### src/rtl/vga_sync_timing_if.sv
// Timing bundle from the VGA pixel-timing generator to the RGB pipeline and overlay generators.
// master drives the timing; slave is the consumer side.
interface vga_sync_timing_if;
  logic       hsync;
  logic       vsync;
  logic       video_activado;
  logic       instante_pulso;
  logic [9:0] pixel_x;
  logic [9:0] pixel_y;
  logic       frame_end;
  logic [7:0] frame_count;

  modport master (
    output hsync,
    output vsync,
    output video_activado,
    output instante_pulso,
    output pixel_x,
    output pixel_y,
    output frame_end,
    output frame_count
  );

  modport slave (
    input hsync,
    input vsync,
    input video_activado,
    input instante_pulso,
    input pixel_x,
    input pixel_y,
    input frame_end,
    input frame_count
  );
endinterface

### src/rtl/vga_sync_timing.sv
// 640x480@60 VGA pixel-timing generator: pixel-rate enable, h/v counters, registered syncs.
// Define VGA_SYNC_FRAME_COUNT_EN to build the 8-bit frame counter; otherwise frame_count is 0.
module vga_sync_timing #(
  parameter int unsigned TICK_DIV  = 4,
  parameter int unsigned H_DISPLAY = 640,
  parameter int unsigned H_FRONT   = 16,
  parameter int unsigned H_SYNC    = 96,
  parameter int unsigned H_BACK    = 48,
  parameter int unsigned V_DISPLAY = 480,
  parameter int unsigned V_FRONT   = 10,
  parameter int unsigned V_SYNC    = 2,
  parameter int unsigned V_BACK    = 33
) (
  input  logic               clk,
  input  logic               reset,
  vga_sync_timing_if.master  bus
);

  localparam int unsigned H_TOTAL = H_DISPLAY + H_FRONT + H_SYNC + H_BACK;
  localparam int unsigned V_TOTAL = V_DISPLAY + V_FRONT + V_SYNC + V_BACK;
  localparam int unsigned TICK_W  = (TICK_DIV > 1) ? $clog2(TICK_DIV) : 1;

  localparam logic [TICK_W-1:0] TICK_LAST = TICK_W'(TICK_DIV - 1);
  localparam logic [9:0] H_LAST     = 10'(H_TOTAL - 1);
  localparam logic [9:0] V_LAST     = 10'(V_TOTAL - 1);
  localparam logic [9:0] H_VIS      = 10'(H_DISPLAY);
  localparam logic [9:0] V_VIS      = 10'(V_DISPLAY);
  localparam logic [9:0] HS_FIRST   = 10'(H_DISPLAY + H_FRONT);
  localparam logic [9:0] HS_LAST    = 10'(H_DISPLAY + H_FRONT + H_SYNC - 1);
  localparam logic [9:0] VS_FIRST   = 10'(V_DISPLAY + V_FRONT);
  localparam logic [9:0] VS_LAST    = 10'(V_DISPLAY + V_FRONT + V_SYNC - 1);

  logic [TICK_W-1:0] r_tick;
  logic [TICK_W-1:0] w_tick_d;
  logic [9:0]        r_x;
  logic [9:0]        r_y;
  logic [9:0]        w_x_d;
  logic [9:0]        w_y_d;
  logic              r_hsync;
  logic              r_vsync;
  logic              w_hsync_d;
  logic              w_vsync_d;
  logic              w_pulse;
  logic              w_frame_end;

  assign w_pulse     = (r_tick == TICK_LAST);
  assign w_frame_end = w_pulse && (r_x == H_LAST) && (r_y == V_LAST);

  always_comb begin
    w_tick_d = w_pulse ? '0 : r_tick + TICK_W'(1);
    w_x_d    = r_x;
    w_y_d    = r_y;
    if (w_pulse) begin
      if (r_x == H_LAST) begin
        w_x_d = '0;
        w_y_d = (r_y == V_LAST) ? '0 : r_y + 10'd1;
      end else begin
        w_x_d = r_x + 10'd1;
      end
    end
  end

  // Syncs decode the next-state counters so they land on the same edge as pixel_x/pixel_y.
  always_comb begin
    w_hsync_d = !((w_x_d >= HS_FIRST) && (w_x_d <= HS_LAST));
    w_vsync_d = !((w_y_d >= VS_FIRST) && (w_y_d <= VS_LAST));
  end

  always_ff @(posedge clk or negedge reset) begin
    if (!reset) begin
      r_tick  <= '0;
      r_x     <= '0;
      r_y     <= '0;
      r_hsync <= 1'b1;
      r_vsync <= 1'b1;
    end else begin
      r_tick  <= w_tick_d;
      r_x     <= w_x_d;
      r_y     <= w_y_d;
      r_hsync <= w_hsync_d;
      r_vsync <= w_vsync_d;
    end
  end

  assign bus.hsync          = r_hsync;
  assign bus.vsync          = r_vsync;
  assign bus.instante_pulso = w_pulse;
  assign bus.pixel_x        = r_x;
  assign bus.pixel_y        = r_y;
  assign bus.frame_end      = w_frame_end;
  assign bus.video_activado = (r_x < H_VIS) && (r_y < V_VIS);

`ifdef VGA_SYNC_FRAME_COUNT_EN
  logic [7:0] r_frame_count;

  always_ff @(posedge clk or negedge reset) begin
    if (!reset) begin
      r_frame_count <= '0;
    end else if (w_frame_end) begin
      r_frame_count <= r_frame_count + 8'd1;
    end
  end

  assign bus.frame_count = r_frame_count;
`else
  assign bus.frame_count = 8'd0;
`endif

endmodule

### src/flat_wrapper.sv
// flat-port wrapper written by rule: the top's interface ports become plain ports
module vga_sync_timing_flat 
#(
  parameter int unsigned TICK_DIV  = 4,
  parameter int unsigned H_DISPLAY = 640,
  parameter int unsigned H_FRONT   = 16,
  parameter int unsigned H_SYNC    = 96,
  parameter int unsigned H_BACK    = 48,
  parameter int unsigned V_DISPLAY = 480,
  parameter int unsigned V_FRONT   = 10,
  parameter int unsigned V_SYNC    = 2,
  parameter int unsigned V_BACK    = 33
)
  (clk, reset, bus_hsync, bus_vsync, bus_video_activado, bus_instante_pulso, bus_pixel_x, bus_pixel_y, bus_frame_end, bus_frame_count);
  vga_sync_timing_if bus_i ();
  input  logic clk;
  input  logic reset;
  output wire logic [$bits(bus_i.hsync)-1:0] bus_hsync;
  output wire logic [$bits(bus_i.vsync)-1:0] bus_vsync;
  output wire logic [$bits(bus_i.video_activado)-1:0] bus_video_activado;
  output wire logic [$bits(bus_i.instante_pulso)-1:0] bus_instante_pulso;
  output wire logic [$bits(bus_i.pixel_x)-1:0] bus_pixel_x;
  output wire logic [$bits(bus_i.pixel_y)-1:0] bus_pixel_y;
  output wire logic [$bits(bus_i.frame_end)-1:0] bus_frame_end;
  output wire logic [$bits(bus_i.frame_count)-1:0] bus_frame_count;
  assign bus_hsync = bus_i.hsync;
  assign bus_vsync = bus_i.vsync;
  assign bus_video_activado = bus_i.video_activado;
  assign bus_instante_pulso = bus_i.instante_pulso;
  assign bus_pixel_x = bus_i.pixel_x;
  assign bus_pixel_y = bus_i.pixel_y;
  assign bus_frame_end = bus_i.frame_end;
  assign bus_frame_count = bus_i.frame_count;
  vga_sync_timing #(.TICK_DIV(TICK_DIV), .H_DISPLAY(H_DISPLAY), .H_FRONT(H_FRONT), .H_SYNC(H_SYNC), .H_BACK(H_BACK), .V_DISPLAY(V_DISPLAY), .V_FRONT(V_FRONT), .V_SYNC(V_SYNC), .V_BACK(V_BACK)) u_core (.clk(clk), .reset(reset), .bus(bus_i));
endmodule
### config.mk
export PLATFORM = sky130hd
export DESIGN_NAME = vga_sync_timing_flat
export DESIGN_NICKNAME = d
export VERILOG_FILES = /design/src/rtl/vga_sync_timing_if.sv /design/src/rtl/vga_sync_timing.sv /design/src/flat_wrapper.sv
export SDC_FILE = /design/constraint.sdc
export NUM_CORES = 1
export LEC_CHECK = 0
export ABC_AREA = 0
export CAP_MARGIN = 15
export CORE_ASPECT_RATIO = 0.9
export CORE_MARGIN = 5
export CORE_UTILIZATION = 29
export CTS_CLUSTER_SIZE = 28
export DETAILED_ROUTE_END_ITERATION = 8
export PLACE_DENSITY = 0.62
export REMOVE_ABC_BUFFERS = 1
export SYNTH_ARGS = -nofsm -noshare
export SYNTH_HDL_FRONTEND = slang
export SYNTH_SLANG_ARGS = --single-unit
export TNS_END_PERCENT = 100
### constraint.sdc
create_clock -name clk -period 2.09 [get_ports clk]
set_clock_uncertainty 0.1 [all_clocks]
set_input_delay 0.209 -clock clk [delete_from_list [all_inputs] [get_ports clk]]
set_output_delay 0.209 -clock clk [all_outputs]
set_load 0.005 [all_outputs]
# Word level (Yosys, flattened, before mapping)
# Index checks and enable logic that the tools add are counted.
# classes
addsub	3
order_cmp	6
n_eq_ne	3
n_mux	6
n_reduce_logical	7
# ops
op	count
$mux 10	5
$add 10x1->10 const B	2
$eq 10x10->1 const B	2
$ge 10x10->1 const B	1
$ge 10x9->1 const B	1
$le 10x10->1 const B	1
$le 10x9->1 const B	1
$lt 10x10->1 const B	1
$lt 10x9->1 const B	1
$logic_and 1x1->1	5
$add 2x1->2 const B	1
$eq 2x2->1 const B	1
$logic_not 1->1	2
$mux 2	1
# word_totals
register_bits	24
inputBits	2
output_inout_bits	33
wordCells	30

# Logic depth before layout (Yosys ltp)
# Gate-level depths: netlist of the first run.
# depth
word_depth	7
depth_mapped	9
mapped_depth_nobuf	8

# Worst setup path after synthesis of the first run
# No wires, ideal clock.
# synth_timing
kind	flip-flop to flip-flop
start	reg u_core.r_tick[0]
end	reg u_core.r_vsync, in the netlist u_core.bus.vsync
setup_time_ns	0.094
arrival_ns	1.989
required_ns	1.896
path_slack_ns	-0.093
path_stages_with_launch	10
path_cell_list	dfrtp_1 ha_1 buf_4 and3_4 and3_2 buf_6 nand2_2 o31ai_1 a21oi_1 or4_1
# synth_via
elab_chain_cells	5
word_cells_on_any_way	6
# synth_rtl
item	line_no	source
start: declaration	vga_sync_timing.sv:33	logic [TICK_W-1:0] r_tick;
start signal: assignment	vga_sync_timing.sv:77	r_tick <= w_tick_d;
$eq 2x2->1 (*)	vga_sync_timing.sv:46	assign w_pulse = (r_tick == TICK_LAST);
via bus_instante_pulso	flat_wrapper.sv:21	output wire logic [$bits(bus_i.instante_pulso)-1:0] bus_instante_pulso;
$mux 10 (*)	vga_sync_timing.sv:53	if (w_pulse) begin
$ge 10x9->1 / $le 10x9->1 (equally long branches)	vga_sync_timing.sv:66	w_vsync_d = !((w_y_d >= VS_FIRST) && (w_y_d <= VS_LAST));
$logic_and 1x1->1 (*)	vga_sync_timing.sv:66	
$logic_not 1->1 (*)	vga_sync_timing.sv:66	
via u_core.w_vsync_d	vga_sync_timing.sv:42	logic w_vsync_d;
end signal: assignment	vga_sync_timing.sv:81	r_vsync <= w_vsync_d;
end: declaration	vga_sync_timing.sv:40	logic r_vsync;
# Mark *: on every way through the listed nets, which the timed path passes. The rest lies on a longest branch.

# Worst setup path after layout of the first run
# layout_timing
start	reg u_core.r_y[5], in the netlist u_core.bus.pixel_y[5]
end	reg u_core.r_vsync, in the netlist u_core.bus.vsync
# layout_via
elab_chain_cells	7
word_cells_on_any_way	9
# layout_rtl
item	line_no	source
start: declaration	vga_sync_timing.sv:36	logic [9:0] r_y;
start signal: assignment	vga_sync_timing.sv:79	r_y <= w_y_d;
$eq 10x10->1 (*)	vga_sync_timing.sv:56	w_y_d = (r_y == V_LAST) ? '0 : r_y + 10'd1;
$mux 10 (*)	vga_sync_timing.sv:56	
$mux 10 (*)	vga_sync_timing.sv:54	if (r_x == H_LAST) begin
$mux 10 (*)	vga_sync_timing.sv:53	
via u_core.w_y_d[4]	vga_sync_timing.sv:38	logic [9:0] w_y_d;
$ge 10x9->1 / $le 10x9->1 (equally long branches)	vga_sync_timing.sv:66	
$logic_and 1x1->1 (*)	vga_sync_timing.sv:66	
$logic_not 1->1 (*)	vga_sync_timing.sv:66	
via u_core.w_vsync_d	vga_sync_timing.sv:42	
# Marks and branches as above.

==> reports/results.tsv, run 1 <==
stage	metric	value	unit
synth	seq_area_frac_synth	43.54	%
power_and_ir_drop	p_per_area	423.4	mW/mm²
place	place_congestion	0.7963	
power_and_ir_drop	static-leakage-power	0.9861	nW
global_routing	antenna_found_initial	0	
synth	synthArstFlopShare	100.0	%
routing	route.vias.total	1219	
power_and_ir_drop	p_total	0.8868	mW
timing	finalCritPeriodShare	101.3	%
synth	synthAdderAreaFrac	3.613	%
hold_path	worst_hold_path_type	input pin to async pin	
setup_path	timing_worst_setup_path_type	register to register	
status	violations_in_the_final_reports	negative setup slack	
final_layout	nNetsFinal	217	
final_layout	final-instance-count-excl-fill	272	
synth	synthDominantCellAreaShare	39.75	%
routing	post_dr_vias_cell	4.482	
global_routing	grt.total_usage	10.71	%
clock_network	clk_root_buffer_cell	clkbuf_8	
setup_path	critPathCaptureType	register	
synth	cell_area_after_synthesis	0.001385	mm²
clock_network	clk_pin_slew	0.09	ns
synth	syn-mean-instance-area	9.619	µm²
synth	synth_top_family_by_area	simple AND/OR/NAND/NOR gates	
timing	fin_ws	-0.02636	ns
job	maxCapViolCount	0	
floorplanning	floorplan.core_area	0.004547	mm²
routing	routedWlPerCell	12.50	µm
floorplanning	io_pins	35	
timing	finalSetupViolations	1	
final_layout	layout-area-overhead-vs-synth	51.22	%
synth	yosys.area_share.xor_xnor	8.220	%
final_layout	antenna_cells_inserted	0	
setup_path	worst-endpoint-arrival	2.19	ns
status	outcome	finished with violations	
final_layout	layout_common_cells	42 x buf_4, 24 x clkdlybuf4s50_1, 22 x dfrtp_1, 13 x nand2_1, 13 x nor2_1	
routing	drtIter0Drc	69	
synth	synth_area_leaders	dfrtp_1 40%, buf_4 5.4%, xor2_1 4.4%, dfstp_2 3.8%, nand2_1 3.8%	
power_and_ir_drop	max-vdd-ir-drop	0.3805	mV
timing	finalHoldViolCount	0	
synth	post_synth_mux_area_share	1.445	%
timing	slew_violations	0	
synth	yosys_warnings	0	
global_routing	grt_start_max_net_pins	25	
synth	ys_seq_elements	24	
routing	drc_errors	0	
setup_path	worst-path-max-fanout	4	
floorplanning	floorplan.rows	23	
setup_path	worstSetupStartpointType	register	
global_routing	first_global_vias	1215	
global_routing	grt_pass1_wl	5575	µm
clock_network	clk_latency	0.26	ns
clock_network	cts_sinks	24	
final_layout	mostFrequentLayoutCell	buf_4	
place	input_output_buffers	26	
floorplanning	fp.dieArea	0.006260	mm²
setup_path	timing.critical_path.required	2.17	ns
floorplanning	die_wd	82.85	µm
final_layout	layout.filler_cells	472	
synth	number_of_flops_mapped_to_enable_cells_by_yosys	0	
place	dp_cells	259	
routing	dr.pass1.iters	4	
clock_network	cts_inserted_buffers	3	
synth	synth_area_in_simple_gates	25.02	%
synth	synth_top_cell_by_area	dfrtp_1	
place	dp_hpwl	2486	µm
timing	max_freq	472.5	MHz
clock_network	cts_tree	built	
global_routing	gr-total-overflow	0	
floorplanning	initial_standard_cell_utilization_of_the_core	30.46	%
clock_network	cts-root-to-sink-buffers	2	
clock_network	htreeDepth	1	
synth	synth_cells	144	
timing	unrepaired_setup_endpoints_after_global_routing	yes	
synth	synthDistinctLibCells	37	
routing	ant_nets	0	
routing	routed_wl	3399	µm
floorplanning	die_h	75.56	µm
synth	postSynth.topFlopCell	dfrtp_1	
final_layout	drive_above_1_share	32.86	%
synth	synth_compound_gate_area_share	7.588	%
timing	period_needed	2.116	ns
==> flip-flops by register name, summed over array words and instances, names as in the netlist <==
| signal | cells |
|---|---|
| u_core.bus.hsync | 1 |
| u_core.bus.pixel_x | 10 |
| u_core.bus.pixel_y | 10 |
| u_core.bus.vsync | 1 |
| u_core.r_tick | 2 |
==> path summary, 6_finish.rpt <==
| kind | from | end | slack, ns | cells after the start |
|---|---|---|---|---|
| worst max register to register | u_core.bus.pixel_y[5]$_DFF_PN0_ | u_core.bus.vsync$_DFF_PN1_ | -0.03 | 6 |
| worst min-delay path | reset | u_core.bus.pixel_x[1]$_DFF_PN0_ | 0.19 | 2 |
| worst min register to register | u_core.r_tick[0]$_DFF_PN0_ | u_core.r_tick[0]$_DFF_PN0_ | 0.33 | 1 |
| max in group asynchronous | reset | u_core.bus.vsync$_DFF_PN1_ | 1.40 | 2 |
| worst max-delay path | u_core.bus.pixel_y[5]$_DFF_PN0_ | u_core.bus.vsync$_DFF_PN1_ | -0.03 | 6 |
| min in group clk | u_core.r_tick[0]$_DFF_PN0_ | u_core.r_tick[0]$_DFF_PN0_ | 0.33 | 1 |
==> through the flow <==
stage	setup WS, ns	hold WS (ns)	cell area, µm²	TNS [ns]	utilization (%)
floorplan	-0.1806	-0.1866	1299	-0.1806	-
global placement	-0.01332	0.3136	1892	-0.01332	41.61
detailed placement	-0.01176	0.3227	1892	-0.01176	41.61
CTS	-0.003773	0.2032	2029	-0.003773	44.63
global route	-0.1278	0.2182	2095	-0.1586	46.06
finish	-0.02636	0.1907	2095	-0.02636	46.06
==> cell type report <==
cell class	instances	area, µm²	area share, %
Clock buffer	3	41.29	1.971
Clock inverter	1	30.03	1.434
Inverter	8	30.03	1.434
Multi-Input combinational cell	105	728.2	34.77
Sequential cell	24	603.1	28.79
Tap cell	62	77.57	3.704
Timing Repair Buffer	69	584.3	27.90
==> power by group <==
part	total [mW]	switching (mW)	internal [mW]
combinational	0.0155	0.0126	0.00286
sequential	0.464	0	0.464
clock	0.407	0.151	0.256
==> synth_stat cells (3+ instances only) <==
library cell   n
ha_1           4
buf_6          3
nor3_1         5
nand3_1        9
nor2_1        13
o21ai_0        5
nand2_1       14
inv_1          8
xor2_1         7
buf_4         10
and3_1         5
nand4_1        4
dfrtp_1       22
xnor2_1        6
==> what timing repair did <==
item	4_1_cts	5_1_grt
pin swaps	12	12
gates cloned	0	0
setup endpoints to repair	2	4
buffers inserted	4	5
resized for setup	14	7
hold buffers	0	0
==> critical path, stage by stage (launching register included) <==
cell     delay (ns)
dfrtp_1        0.39
or3_4          0.39
nor4_4         0.20
buf_4          0.19
nor3_1         0.05
a21o_1         0.18
or4_1          0.54
==> metal layers <==
layer	part of all wire, %	GRT usage (%)
met5	0	0
met4	1.4	2.359
met3	4.4	2.162
met2	47	17.79
met1	47	14.66
==> cell families after synthesis <==
group / after synthesis
flops: 24
mux: 2
other cells: 1
compound gates: 16
simple gates: 62
buf+inv: 22
xor+xnor: 13
fa+ha+maj: 4
No activity file was read; power rests on OpenSTA's default activity.
==> run 2: changes to the inputs <==
--- a/config.mk
+++ b/config.mk
@@ -9,10 +9,10 @@
 export CAP_MARGIN = 15
 export CORE_ASPECT_RATIO = 0.9
 export CORE_MARGIN = 5
-export CORE_UTILIZATION = 29
+export CORE_UTILIZATION = 35
 export CTS_CLUSTER_SIZE = 28
 export DETAILED_ROUTE_END_ITERATION = 8
-export PLACE_DENSITY = 0.62
+export PLACE_DENSITY = 0.71
 export REMOVE_ABC_BUFFERS = 1
 export SYNTH_ARGS = -nofsm -noshare
 export SYNTH_HDL_FRONTEND = slang
==> reports/results.tsv, run 2 (synthesized netlist as in run 1, its figures left out) <==
stage	metric	value	unit	change
power_and_ir_drop	static-leakage-power	0.9657	nW	was 0.9861 nW
setup_path	worst-path-max-fanout	6		was 4
floorplanning	io_pins	35		unchanged
final_layout	drive_above_1_share	34.13	%	was 32.86%
setup_path	critical_path.max_stage_delay	0.49	ns	was 0.54 ns
global_routing	grt_start_max_net_pins	25		unchanged
setup_path	worstSetupEndpoint	u_core.bus.vsync$_DFF_PN1_		unchanged
final_layout	layout-area-overhead-vs-synth	47.97	%	was 51.22%
final_layout	layout_common_cells	39 x buf_4, 24 x clkdlybuf4s50_1, 22 x dfrtp_1, 13 x nand2_1, 13 x nor2_1		was 42 x buf_4, 24 x clkdlybuf4s50_1, 22 x dfrtp_1, 13 x nand2_1, 13 x nor2_1
clock_network	cts_inserted_buffers	3		unchanged
timing	unrepaired_setup_endpoints_after_global_routing	yes		unchanged
setup_path	timing.critical_path.from	u_core.r_tick[0]$_DFF_PN0_		was u_core.bus.pixel_y[5]$_DFF_PN0_
global_routing	gr-total-overflow	0		unchanged
final_layout	multi_input_area	734.5	µm²	was 728.2 µm²
timing	finalCritPeriodShare	100.1	%	was 101.3%
final_layout	nNetsFinal	215		was 217
floorplanning	die_h	69.68	µm	was 75.56 µm
clock_network	clk_pin_slew	0.09	ns	about the same
routing	routedWlPerCell	13.63	µm	was 12.50 µm
place	pre_cts_slack	-0.08131	ns	was -0.01176 ns
routing	post_dr_vias_cell	4.835		was 4.482
floorplanning	die_wd	76.31	µm	was 82.85 µm
setup_path	timing.critical_path.required	2.19	ns	was 2.17 ns
power_and_ir_drop	p_per_area	390.6	mW/mm²	was 423.4 mW/mm²
floorplanning	floorplan.rows	21		was 23
routing	route.vias.total	1228		was 1219
setup_path	critical-path-slowest-cell	or4_4		was or4_1
global_routing	met1_global_route_usage	16.77	%	was 14.66%
power_and_ir_drop	max-vdd-ir-drop	0.2176	mV	was 0.3805 mV
power_and_ir_drop	power.switching	0.1650	mW	was 0.1640 mW
timing	finalHoldViolCount	0		unchanged
timing	fin_tns_setup	-0.002097	ns	was -0.02636 ns
setup_path	critPathCaptureType	register		unchanged
place	place_congestion	0.8236		was 0.7963
setup_path	regToRegEndpoint	u_core.bus.vsync$_DFF_PN1_		unchanged
setup_path	cp_common_cell	and3_4		
global_routing	groute.layer.met3.usage	3.896	%	was 2.162%
routing	ant_nets	0		unchanged
clock_network	clk_root_buffer_cell	clkbuf_8		unchanged
clock_network	htreeDepth	1		unchanged
final_layout	layout.filler_cells	346		was 472
floorplanning	fp.dieArea	0.005317	mm²	was 0.006260 mm²
final_layout	mostFrequentLayoutCell	buf_4		unchanged
power_and_ir_drop	pwr-share-comb	1.9	%	was 1.7%
floorplanning	floorplan.core_area	0.003784	mm²	was 0.004547 mm²
setup_path	regToRegSetupSlack	-0.002	ns	was -0.03 ns
timing	period_needed	2.092	ns	was 2.116 ns
setup_path	crit_chain	ha_2 > and3_4 > and3_4 > buf_4 > nand2_1 > a211oi_2 > a311oi_1 > or4_4		was or3_4 > nor4_4 > buf_4 > nor3_1 > a21o_1 > or4_1
clock_network	cts-root-to-sink-buffers	2		unchanged
timing	slew_violations	0		unchanged
clock_network	cts_sinks	24		unchanged
setup_path	worstSetupStartpointType	register		unchanged
routing	drtIter0Drc	36		was 69
job	maxCapViolCount	0		unchanged
place	input_output_buffers	26		unchanged
clock_network	cts_tree	built		unchanged
power_and_ir_drop	pwr-share-clk	40.1	%	was 45.9%
routing	dr.pass1.iters	4		unchanged
power_and_ir_drop	seq_power_share	58.0	%	was 52.3%
setup_path	timing_worst_setup_path_type	register to register		unchanged
setup_path	worst-endpoint-arrival	2.19	ns	about the same
global_routing	grtUsageMet2	19.87	%	was 17.79%
clock_network	holdBufCountCts	0		unchanged
final_layout	antenna_cells_inserted	0		unchanged
routing	drc_errors	0		unchanged
global_routing	grt.total_usage	12.58	%	was 10.71%
floorplanning	initial_standard_cell_utilization_of_the_core	36.61	%	was 30.46%
global_routing	antenna_found_initial	0		unchanged
final_layout	register_area	603.1	µm²	unchanged
hold_path	worst_hold_path_type	input pin to async pin		unchanged
clock_network	clk_latency	0.27	ns	was 0.26 ns
global_routing	first_global_vias	1162		was 1215
timing	fin_ws	-0.002097	ns	was -0.02636 ns
power_and_ir_drop	internal-power	0.6355	mW	was 0.7228 mW
timing	max_freq	478.0	MHz	was 472.5 MHz
place	dp_hpwl	2402	µm	was 2486 µm
status	outcome	finished with violations		unchanged
global_routing	grt_pass1_wl	5513	µm	was 5575 µm
routing	routed_wl	3463	µm	was 3399 µm
global_routing	gr-max-usage-layer	met2		unchanged
timing	finalSetupViolations	1		unchanged
setup_path	worst_r2r_path_depth	8		was 6
final_layout	post-route-util	54.17	%	was 46.06%
status	violations_in_the_final_reports	negative setup slack		unchanged
power_and_ir_drop	switching_share	20.61	%	was 18.50%
setup_path	critical_path.reg2reg.startpoint	u_core.r_tick[0]$_DFF_PN0_		was u_core.bus.pixel_y[5]$_DFF_PN0_
==> run 2: cell count changes in the layout (fill, tap and decap cells not counted), sizes merged <==
cell	delta
bufinv	-1
dlygate4sd2	+1
buf	-2
dlymetal6s2s	-1
clkbuf	+1
==> run 2: power by group through the flow <==
stage	Combinational, mW	Sequential (mW)	Clock [mW]
6_report	0.0154	0.464	0.321
5_1_grt	0.0188	0.464	0.351
4_1_cts	0.0159	0.464	0.326
3_5_place_dp	0.0158	0.473	0
3_3_place_gp	0.0157	0.473	0
2_1_floorplan	0.00310	0.473	0
==> run 2: worst min-delay path by stage <==
stage	from	end	slack, ns	depth (start not counted)
2_1_floorplan	reset	u_core.bus.pixel_x[0]$_DFF_PN0_	-0.19	0
3_3_place_gp	u_core.r_tick[0]$_DFF_PN0_	u_core.r_tick[0]$_DFF_PN0_	0.31	1
3_5_place_dp	u_core.r_tick[0]$_DFF_PN0_	u_core.r_tick[0]$_DFF_PN0_	0.34	1
4_1_cts	reset	u_core.bus.pixel_y[1]$_DFF_PN0_	0.21	2
5_1_grt	reset	u_core.bus.pixel_x[6]$_DFF_PN0_	0.23	2
6_report	reset	u_core.bus.pixel_x[6]$_DFF_PN0_	0.19	2
==> run 2: routing by layer <==
metal	routed length (µm)	vias to the layer above
li1	-	607
met1	1517	580
met2	1680	35
met3	226	6
met4	38	0
met5	0	-
==> run 2: timing repair <==
| action | in CTS | in global routing |
|---|---|---|
| pin swaps | 8 | 12 |
| setup endpoints to repair | 2 | 3 |
| resized for setup | 14 | 11 |
| setup buffers | 5 | 5 |
==> run 2: final cells by class <==
type                    count  area share, %
well taps                  46          2.808
multi-input cells         105          35.84
flip-flops and latches     24          29.43
clock buffers               4          2.686
inverters                   8          1.465
repair buffers             67          27.78
==> run 2: through the flow <==
step                      cells  hold WS [ns]  power (mW)  instance area, µm²
after floorplan             137       -0.1866      0.4764                1299
after global placement      240        0.3133      0.4889                1849
after detailed placement    240        0.3404      0.4890                1849
after CTS                   249        0.2101      0.8058                1968
after global routing        254        0.2337      0.8337                2049
final                       254        0.1930      0.8005                2049
==> run 2: critical path, delay by kind of cell, from the launching register on <==
family,cells,cell delay (ns)
compound gates,2,0.25
buf+inv,1,0.12
fa+ha+maj,1,0.19
simple gates,4,0.99
flops,1,0.37
